`config.mk`:
```
export PLATFORM = sky130hd
export DESIGN_NAME = sort_sink
export DESIGN_NICKNAME = d
export VERILOG_FILES = /design/src/rtl/sort_pkg.sv /design/src/rtl/sort_sink_fifo.sv /design/src/rtl/sort_sink.sv
export SDC_FILE = /design/constraint.sdc
export NUM_CORES = 1
export LEC_CHECK = 0
export BUFFER_PORTS_ARGS = -buffer_cell sky130_fd_sc_hd__buf_2
export CAP_MARGIN = 0
export CORE_MARGIN = 5
export CORE_UTILIZATION = 50
export DETAILED_ROUTE_END_ITERATION = 8
export MAX_ROUTING_LAYER = met4
export PLACE_DENSITY = 0.71
export SETUP_SLACK_MARGIN = 0.2
export SYNTH_ARGS = -nofsm -noshare
export SYNTH_HDL_FRONTEND = slang
export SYNTH_SLANG_ARGS = --single-unit
```
`constraint.sdc`:
```
create_clock -name clk -period 4.7 [get_ports clk]
set_input_delay 0.47 -clock clk [delete_from_list [all_inputs] [get_ports clk]]
set_output_delay 0.47 -clock clk [all_outputs]
set_load 0.03 [all_outputs]
```
`src/rtl/sort_pkg.sv`:
```
// Shared field widths, types and the saturating-increment helper for the sort_sink slice.
package sort_pkg;

   localparam int SORT_SRC_MIN  = 36;
   localparam int SORT_SRC_MAX  = 39;
   localparam int SORT_DATA_MIN = 2;
   localparam int SORT_DATA_MAX = 21;

   localparam int SRC_W = SORT_SRC_MAX - SORT_SRC_MIN + 1;
   localparam int KEY_W = SORT_DATA_MAX - SORT_DATA_MIN + 1;

   typedef logic [SRC_W-1:0] src_id_t;
   typedef logic [KEY_W-1:0] key_t;

   // Increment that sticks at the all-ones value of a counter `width` bits wide.
   function automatic logic [31:0] sat_inc(input logic [31:0] value, input int unsigned width);
      logic [31:0] max_v;
      max_v = (width >= 32) ? 32'hFFFF_FFFF : ((32'd1 << width) - 32'd1);
      if (value >= max_v) begin
         sat_inc = max_v;
      end else begin
         sat_inc = value + 32'd1;
      end
   endfunction

endpackage

```
`src/rtl/sort_sink_fifo.sv`:
```
// Synchronous FIFO with a registered first-word-fall-through head and same-cycle push/pop.
module sort_sink_fifo #(
   parameter int W     = 40,
   parameter int DEPTH = 8
) (
   input  logic         clk,
   input  logic         rst_n,
   input  logic         push,
   input  logic [W-1:0] push_data,
   input  logic         pop_ready,
   output logic [W-1:0] head_data,
   output logic         head_valid,
   output logic         drop
);

   localparam int AW = $clog2(DEPTH);
   localparam int CW = AW + 1;

   logic [W-1:0]  mem_r [DEPTH];
   logic [AW-1:0] wr_ptr_r;
   logic [AW-1:0] rd_ptr_r;
   logic [AW-1:0] rd_ptr_nxt_s;
   logic [CW-1:0] count_r;
   logic [CW-1:0] count_nxt_s;
   logic [W-1:0]  head_data_r;
   logic [W-1:0]  head_data_nxt_s;
   logic          head_valid_r;
   logic          full_s;
   logic          pop_s;
   logic          push_s;

   assign full_s = (count_r == CW'(DEPTH));
   assign pop_s  = head_valid_r & pop_ready;
   assign push_s = push & (~full_s | pop_s);
   assign drop   = push & full_s & ~pop_s;

   // Next pointer/occupancy; the head bypasses memory when the pushed word lands in the head slot.
   always_comb begin
      rd_ptr_nxt_s = pop_s ? (rd_ptr_r + AW'(1)) : rd_ptr_r;
      case ({push_s, pop_s})
         2'b10:   count_nxt_s = count_r + CW'(1);
         2'b01:   count_nxt_s = count_r - CW'(1);
         default: count_nxt_s = count_r;
      endcase
      if (count_nxt_s == CW'(0)) begin
         head_data_nxt_s = head_data_r;
      end else if (push_s && (wr_ptr_r == rd_ptr_nxt_s)) begin
         head_data_nxt_s = push_data;
      end else begin
         head_data_nxt_s = mem_r[rd_ptr_nxt_s];
      end
   end

   // Storage array, written on every accepted push.
   always_ff @(posedge clk) begin
      if (push_s) begin
         mem_r[wr_ptr_r] <= push_data;
      end
   end

   // Pointers, occupancy and the registered head.
   always_ff @(posedge clk or negedge rst_n) begin
      if (!rst_n) begin
         wr_ptr_r     <= {AW{1'b0}};
         rd_ptr_r     <= {AW{1'b0}};
         count_r      <= {CW{1'b0}};
         head_data_r  <= {W{1'b0}};
         head_valid_r <= 1'b0;
      end else begin
         if (push_s) begin
            wr_ptr_r <= wr_ptr_r + AW'(1);
         end
         rd_ptr_r     <= rd_ptr_nxt_s;
         count_r      <= count_nxt_s;
         head_data_r  <= head_data_nxt_s;
         head_valid_r <= (count_nxt_s != CW'(0));
      end
   end

   assign head_data  = head_data_r;
   assign head_valid = head_valid_r;

endmodule

```
`src/rtl/sort_sink.sv`:
```
// Sink for the sorter's merged stream: per-source order checking (built only when
// SORT_SINK_ORDER_CHECK_EN is defined), drop-on-full buffering and debug counters.
module sort_sink
   import sort_pkg::*;
#(
   parameter int DATASIZE   = 40,
   parameter int SRC_MIN    = SORT_SRC_MIN,
   parameter int SRC_MAX    = SORT_SRC_MAX,
   parameter int DATA_MIN   = SORT_DATA_MIN,
   parameter int DATA_MAX   = SORT_DATA_MAX,
   parameter int FIFO_DEPTH = 8,
   parameter int CNT_W      = 16
) (
   input  logic                       clk,
   input  logic                       rst_n,
   input  logic [DATASIZE-1:0]        data_in,
   input  logic                       valid_in,
   input  logic                       clr,
   output logic [DATASIZE-1:0]        data_out,
   output logic                       valid_out,
   input  logic                       ready_in,
   output logic                       order_err,
   output logic [SRC_MAX-SRC_MIN:0]   err_src,
   output logic [CNT_W-1:0]           err_cnt,
   output logic [CNT_W-1:0]           drop_cnt
);

   // Table/key types come from the package, so the field parameters must agree with it.
   if ((SRC_MAX - SRC_MIN + 1 != SRC_W) || (DATA_MAX - DATA_MIN + 1 != KEY_W)) begin : g_bad_field
      $error("sort_sink field parameters disagree with sort_pkg widths");
   end

   logic             drop_s;
   logic [CNT_W-1:0] drop_cnt_r;

   sort_sink_fifo #(
      .W     (DATASIZE),
      .DEPTH (FIFO_DEPTH)
   ) u_fifo (
      .clk       (clk),
      .rst_n     (rst_n),
      .push      (valid_in),
      .push_data (data_in),
      .pop_ready (ready_in),
      .head_data (data_out),
      .head_valid(valid_out),
      .drop      (drop_s)
   );

   // Drop counter; clr wins over an increment in the same cycle.
   always_ff @(posedge clk or negedge rst_n) begin
      if (!rst_n) begin
         drop_cnt_r <= {CNT_W{1'b0}};
      end else if (clr) begin
         drop_cnt_r <= {CNT_W{1'b0}};
      end else if (drop_s) begin
         drop_cnt_r <= CNT_W'(sat_inc(32'(drop_cnt_r), CNT_W));
      end
   end

   assign drop_cnt = drop_cnt_r;

`ifdef SORT_SINK_ORDER_CHECK_EN
   localparam int N_SRC = 1 << SRC_W;

   src_id_t          src_s;
   key_t             key_s;
   logic             viol_s;
   logic             seen_r     [N_SRC];
   key_t             last_key_r [N_SRC];
   logic             order_err_r;
   src_id_t          err_src_r;
   logic [CNT_W-1:0] err_cnt_r;

   assign src_s = data_in[SRC_MAX:SRC_MIN];
   assign key_s = data_in[DATA_MAX:DATA_MIN];

   // A flit arriving with clr sees the cleared table, so it can never be a violation.
   always_comb begin
      if (valid_in && !clr) begin
         viol_s = seen_r[src_s] & (key_s < last_key_r[src_s]);
      end else begin
         viol_s = 1'b0;
      end
   end

   // Order table: every flit (including dropped ones) records its key.
   always_ff @(posedge clk or negedge rst_n) begin
      if (!rst_n) begin
         for (int i = 0; i < N_SRC; i++) begin
            seen_r[i]     <= 1'b0;
            last_key_r[i] <= {KEY_W{1'b0}};
         end
      end else begin
         if (clr) begin
            for (int i = 0; i < N_SRC; i++) begin
               seen_r[i] <= 1'b0;
            end
         end
         if (valid_in) begin
            seen_r[src_s]     <= 1'b1;
            last_key_r[src_s] <= key_s;
         end
      end
   end

   // Sticky flag, first-offender capture and saturating violation count.
   always_ff @(posedge clk or negedge rst_n) begin
      if (!rst_n) begin
         order_err_r <= 1'b0;
         err_src_r   <= {SRC_W{1'b0}};
         err_cnt_r   <= {CNT_W{1'b0}};
      end else if (clr) begin
         order_err_r <= 1'b0;
         err_src_r   <= {SRC_W{1'b0}};
         err_cnt_r   <= {CNT_W{1'b0}};
      end else if (viol_s) begin
         order_err_r <= 1'b1;
         if (!order_err_r) begin
            err_src_r <= src_s;
         end
         err_cnt_r <= CNT_W'(sat_inc(32'(err_cnt_r), CNT_W));
      end
   end

   assign order_err = order_err_r;
   assign err_src   = err_src_r;
   assign err_cnt   = err_cnt_r;
`else
   assign order_err = 1'b0;
   assign err_src   = {(SRC_MAX-SRC_MIN+1){1'b0}};
   assign err_cnt   = {CNT_W{1'b0}};
`endif

endmodule

```
==> results.md, run 1 <==
* Reg-to-Reg Start: u_fifo.rd_ptr_r[0]$_DFF_PN0_
* First-pass GRT wire length at 55800 um
* # nets final at 1206
* Unrepaired setup endpoints after global routing: no
* Top cell type's share of synthesized area at 0.594
* Post-synth EDFFs at 320
* Largest net degree at the start of global routing at 161
* Die width at ~190 um
* Vias per cell at 5.90
* Final Critical Period at 3.10 ns
* Root Buffer: clkbuf_16
* #FFs+latches synth at 387
* Final Max Slew Viols at 0
* Cell Area, Placed at 17100 um2
* Port Buffer Count at 101
* Internal at 9.00 mW
* Crit path to: u_fifo.head_data[17]$_DFFE_PN0P_
* Worst setup EP type: register
* Starting density of the core at 0.510
* Post-Synthesis Cell Area at 16200 um2
* Clk_skew at ~0.014 ns
* R2R Path End: u_fifo.head_data[17]$_DFFE_PN0P_
* Tcrit/Tclk final at 0.660
* Critical path type: reg -> reg
* Status: finished, final reports clean
* Core area at between 30000 and 40000 um2
* Post-synth cell types at 52
* Pre-antenna DRT Iters at 5
* Commonest cells post-synth: 320 x edfxtp_1, 172 x nand2_1, 82 x mux2i_1, 80 x a32o_1, 67 x dfrtp_1
* FF-to-FF path depth at 9
* Net Switching at 5.18 mW
* Clock-pin slew on the worst setup and hold paths at 0.06 ns
* Worst vdd ir at 0.873 mV
* Design Area, Final at around 18000 um2
* DRC Markers at 0
* Top post-synthesis cells by area: edfxtp_1 59%, dfrtp_1 10%, mux2i_1 5.1%
* Sw frac at 0.365
* Crit path arrival time at 3.51 ns
* Worst hold slack at roughly 0.13 ns
* Highest Clock Rate at 322 MHz
* Area Overhead vs Synth at 14.0%
* Leak pwr at 6.85 nW
* 1st-iter DRT viols at 702
* Die Y at 190 um
* DIE AREA at 36100 um2
* Hold WC Path Type: in -> async
* CTS tree: done
* Number of global-route vias before repair at 9411
* Avg WL per Cell at 22.7 um
* Max Fanout on Critical Path at 23
* Worst-skew pair later-pin latency at 0.53 ns
* Clock power frac at 0.227
* Max Buffers Root-to-Sink at 3
* Post-route ant nets at 0
* Tot GR Track Use at 0.205
* Sum Neg Setup Slack at 0 ns
* Routability cong. at 0.801
* Finish-stage setup viols at 0
* Sequential cell area at roughly 11000 um2
* # IOs at 123
* Post-synth top area cell: edfxtp_1
* Slew @ Worst Pin at just over 1 ns
* Sequential Power Share at 0.334
* Critical Path RT at 5.11 ns
* Maxcap violations at 0
* Critical path origin: u_fifo.rd_ptr_r[0]$_DFF_PN0_
* Detailed placement HPWL at 18700 um
* R2R setup slack at 1.60 ns
* WL final at 36200 um
* DP Worst Slack at 1.63 ns
* Post-CTS setup buffer count at 0
* CTS buffer count at 41
* Hold Violations, Final at 0
* Row count at between 60 and 70
* Total gr overflow at 0
* Mean post-synth cell area at about 15 um2
* Main synth FF type: edfxtp_1
* Clk sinks at 387
* Placed Cells at between 1500 and 2000
* Rel. slew slack at 0.308
* Initial antenna violation count at 5
* Crit start category: register
* Filler cell count at 2419
* Most frequent cell after synthesis: edfxtp_1
* Fraction of registers with async set or reset after synthesis at 0.173
* CTS H-tree lvls at 2
* Cells after synthesis at 1059
* Final setup margin at about 1.6 ns
* Resize count post-CTS at 0
* Layout cell share with drive strength beyond 1 at 0.238
* Post-Layout Cell Count at roughly 1600
* Comb pwr share at 0.439
* Via count at 9414
* Multi-input logic area at 4530 um2
* # hold bufs at CTS at 0
* Register area share after synthesis at 0.698
* Yosys warnings at 0
* Pwr dens at around 770 nW/um2
-- how the worst min path moves through the flow --
stage,startpoint,to,slack [ns],cells past startpoint
after global placement,u_fifo.head_data[21]$_DFFE_PN0P_,u_fifo.head_data[21]$_DFFE_PN0P_,0.50,1
after CTS,rst_n,u_fifo.head_data[5]$_DFFE_PN0P_,0.16,1
after global routing,rst_n,u_fifo.head_data[3]$_DFFE_PN0P_,0.21,1
after floorplan,rst_n,drop_cnt[0]$_DFFE_PN0P_,0.17,0
after detailed placement,u_fifo.head_data[3]$_DFFE_PN0P_,u_fifo.head_data[3]$_DFFE_PN0P_,0.49,1
final,rst_n,u_fifo.head_data[7]$_DFFE_PN0P_,0.13,1
-- flip-flops by register name, summed over array words and instances, names as in the netlist --
signal,cells
u_fifo.rd_ptr_r,3
u_fifo.head_data,40
u_fifo.head_valid,1
drop_cnt,16
u_fifo.mem_r,320
u_fifo.count_r,4
u_fifo.wr_ptr_r,3
-- placed cells by master, fill, tap and decap left out, drive strengths merged, types with 8 or more instances in the layout --
cell type / n
o31ai: 40
clkbuf: 54
a32o: 80
inv: 9
o21ai: 9
buf: 124
a211oi: 8
edfxtp: 320
mux2: 40
nor2: 24
nand2: 172
nand3: 49
dfrtp: 67
clkinv: 16
conb: 21
mux2i: 82
-- critical path, stage by stage, from the launching register on --
cell     delay [ns]
dfrtp_1        0.46
ha_1           0.23
nand3_1        0.08
xor2_1         0.44
inv_2          0.18
nor2_4         0.66
buf_4          0.36
a32o_1         0.22
o31ai_2        0.06
mux2_4         0.27
-- power by group through the flow --
stage               sequential, mW  combinational (mW)  clock [mW]
floorplan                     5.08                4.35           0
global placement              4.78                6.14           0
detailed placement            4.79                6.26           0
CTS                           4.74                6.27        3.28
global route                  4.80                6.68        3.43
finish                        4.74                6.22        3.22
-- final cells by class --
type	instances	share of cell area
multi-input combinational	595	0.246
clock buffer	54	0.0615
clock inverter	21	0.0128
tap	402	0.0273
timing repair buffer	124	0.0383
antenna	5	0.000678
inverter	8	0.00163
sequential	387	0.612
-- stage by stage --
stage	utilization	power, mW
2_1_floorplan	-	9.43
3_3_place_gp	0.538	10.9
3_5_place_dp	0.538	11.1
4_1_cts	0.581	14.3
5_1_grt	0.581	14.9
6_report	0.581	14.2
-- per-layer routing --
| layer | wire length, um | GRT usage | up-vias |
|---|---|---|---|
| met2 | 17200 | 0.315 | 343 |
| met5 | 0 | - | - |
| li1 | - | - | 4244 |
| met4 | 611 | 0.0473 | 0 |
| met1 | 15900 | 0.291 | 4770 |
| met3 | 2510 | 0.0372 | 57 |
-- logic make-up after synthesis --
family	share of synthesized area
AND/OR/NAND/NOR	0.0739
multiplexers	0.0876
flip-flops	0.698
XOR/XNOR	0.00797
buffers and inverters	0.0333
other	0.000232
AO/OA/AOI/OAI	0.0963
adder cells (fa/ha/maj)	0.00309
No activity file was read; power rests on OpenSTA's default activity.
==> inputs of run 2 (changes only) <==
--- a/config.mk
+++ b/config.mk
@@ -5,6 +5,7 @@
 export SDC_FILE = /design/constraint.sdc
 export NUM_CORES = 1
 export LEC_CHECK = 0
+export ABC_AREA = 1
 export BUFFER_PORTS_ARGS = -buffer_cell sky130_fd_sc_hd__buf_2
 export CAP_MARGIN = 0
 export CORE_MARGIN = 5
==> constraint.sdc (replaced) <==
create_clock -name clk -period 2.6 [get_ports clk]
set_input_delay 0.26 -clock clk [delete_from_list [all_inputs] [get_ports clk]]
set_output_delay 0.26 -clock clk [all_outputs]
set_load 0.03 [all_outputs]
==> results.md, run 2 <==
* Status: finished, final reports clean
* Register area share after synthesis at 0.656
* Area Overhead vs Synth at 15.1%
* Hold Violations, Final at 0
* Crit start category: register
* Maxcap violations at 0
* Finish-stage setup viols at 0
* Commonest cells post-synth: 680 x nand2_1, 320 x edfxtp_1, 217 x nand3_1, 192 x inv_1, 82 x nand4_1
* First-pass GRT wire length at 67300 um
* Routability cong. at 0.822
* CTS tree: done
* Finished Core Util at 0.578
* Mean post-synth cell area at 9.80 um2
* Leak pwr at 8.70 nW
* Pwr dens at 1240 nW/um2
* Hold WC Path Type: in -> reg
* CTS buffer count at 40
* Die width at 196 um
* Tcrit/Tclk final at 0.849
* Clk sinks at 387
* Final Critical Period at 2.21 ns
* Largest net degree at the start of global routing at 161
* Main synth FF type: edfxtp_1
* # nets final at 1900
* Fraction of registers with async set or reset after synthesis at 0.173
* Top cell type's share of synthesized area at 0.558
* Worst setup EP type: register
* Sum Neg Setup Slack at 0 ns
* DP Worst Slack at 0.281 ns
* Crit path arrival time at around 2.7 ns
* Core area at 34300 um2
* Detailed placement HPWL at 23400 um
* Number of global-route vias before repair at 12300
* Total gr overflow at 0
* DIE AREA at about 38000 um2
* Tot GR Track Use at 0.228
* Initial antenna violation count at 5
* Post-CTS setup buffer count at 0
* Critical Path RT at 3.06 ns
* Design Area, Final at 19800 um2
* Most frequent cell after synthesis: nand2_1
* Commonest non-fill, non-tap cell in the layout: nand2_1
* Die Y at about 200 um
* Layout cell share with drive strength beyond 1 at 0.122
* Critical path type: reg -> reg
* Post-synth cell types at 25
* Post-route ant nets at 0
* FF-to-FF path depth at 13
* Cells after synthesis at roughly 1800
* WL final at 43000 um
* Highest Clock Rate at 453 MHz
* Root Buffer: clkbuf_16
* Rel. slew slack at 0.507
* Worst vdd ir at between 1 and 1.5 mV
* Hold Crit Depth at 1
* Max Buffers Root-to-Sink at 3
* Worst-skew pair later-pin latency at 0.53 ns
* Total power at between 20 and 25 mW
* Clock-pin slew on the worst setup and hold paths at 0.06 ns
* Avg WL per Cell at ~18 um
* Final setup margin at 0.393 ns
* Post-Synthesis Cell Area at 17200 um2
* Cell Area, Placed at 18400 um2
* Pre-antenna DRT Iters at 7
* DRC Markers at 0
* Slew @ Worst Pin at 0.739 ns
* Most frequent cells in the layout: 674 x nand2_1, 320 x edfxtp_1, 215 x nand3_1
* #FFs+latches synth at about 390
* Final Max Slew Viols at 0
* Port Buffer Count at between 100 and 150
* Via count at around 13000
* Clk_skew at approximately 0.013 ns
* Vias per cell at approximately 5.4
* # IOs at 123
* Max Fanout on Critical Path at 160
* Top post-synthesis cells by area: edfxtp_1 56%, nand2_1 15%, dfrtp_1 9.7%
* Top reg by flops: u_fifo.mem_r
* Row count at 68
* Post-synth EDFFs at between 300 and 400
* CTS H-tree lvls at 2
* Yosys warnings at 0
* 1st-iter DRT viols at about 1100
* Unrepaired setup endpoints after global routing: no
* Starting density of the core at 0.502
* Post-synth top area cell: edfxtp_1
* Max reg flops at 320
## run 2: cell types whose count changed in the layout (fill, tap and decap cells not counted), moves of 9 or more
| cell | change |
|---|---|
| nand2_1 | +502 |
| inv_1 | +186 |
| nand3_1 | +166 |
| mux2i_1 | -82 |
| a32o_1 | -80 |
| nand4_1 | +78 |
| mux2_4 | -39 |
| o31ai_2 | -30 |
| o21ai_0 | +19 |
| o31ai_1 | -10 |
| buf_12 | +9 |
## run 2: per-layer routing
layer | vias up | track usage | part of all wire
met1 | 6016 | 0.299 | 0.41
li1 | 5944 | - | -
met3 | 74 | 0.0383 | 0.080
met5 | - | - | 0
met4 | 0 | 0.0680 | 0.022
met2 | 572 | 0.369 | 0.49
## run 2: final cells by class
| class | instances | area, um2 |
|---|---|---|
| antenna | 5 | 12.5 |
| sequential | 387 | 11300 |
| inverter | 195 | 732 |
| clock inverter | 19 | 246 |
| fill | 2835 | 14500 |
| timing repair buffer | 146 | 1020 |
| tap | 455 | 569 |
| multi-input combinational | 1081 | 4850 |
| clock buffer | 53 | 1100 |
## run 2: per-stage QoR
stage / hold WS [ns] / instances
after floorplan: -0.0356 / 1777
after global placement: 0.316 / 2261
after detailed placement: 0.329 / 2261
after CTS: 0.00180 / 2336
after global routing: 0.0245 / 2341
final: 0.0243 / 2341
## run 2: logic make-up after synthesis
| group | count (synthesis) | share of synthesized area |
|---|---|---|
| simple gates | 1011 | 0.249 |
| flops | 387 | 0.656 |
| buf+inv | 309 | 0.0753 |
| compound gates | 32 | 0.00981 |
| xor+xnor | 13 | 0.00705 |
| fa+ha+maj | 4 | 0.00291 |
| other cells | 1 | 0.000218 |
## run 2: worst max-delay path, stage by stage (launching register included)
cell,delay [ns]
dfrtp_2,0.41
nand2_4,0.12
inv_2,0.14
nand2_1,0.10
nand2_4,0.09
buf_16,0.49
nand2_1,0.14
nand2_1,0.10
nand2_1,0.05
nand3_1,0.08
nand3_1,0.08
nand2_1,0.07
nand2_1,0.05
nand2_1,0.08
## run 2: path summary, 6_finish.rpt
kind	from	to	slack (ns)
worst max-delay path	u_fifo.head_valid$_DFF_PN0_	u_fifo.head_data[26]$_DFFE_PN0P_	0.39
worst min-delay path	data_in[18]	u_fifo.mem_r[7][18]$_DFFE_PP_	0.02
worst max register to register	u_fifo.head_valid$_DFF_PN0_	u_fifo.head_data[26]$_DFFE_PN0P_	0.39
worst min register to register	u_fifo.head_data[12]$_DFFE_PN0P_	u_fifo.head_data[12]$_DFFE_PN0P_	0.54
max in group asynchronous	rst_n	u_fifo.head_data[35]$_DFFE_PN0P_	1.68
min in group asynchronous	rst_n	u_fifo.head_data[19]$_DFFE_PN0P_	0.31
## run 2: timing repair
action,CTS,global route
hold endpoints to repair,49,0
hold buffers,3,0
setup endpoints to repair,0,23
resized for setup,0,3
## run 2: where the power goes
part,internal (mW),leakage [nW],switching (mW)
Combinational,3.04,4.31,7.43
Sequential,7.85,3.74,0.476
Clock,3.57,0.659,2.28
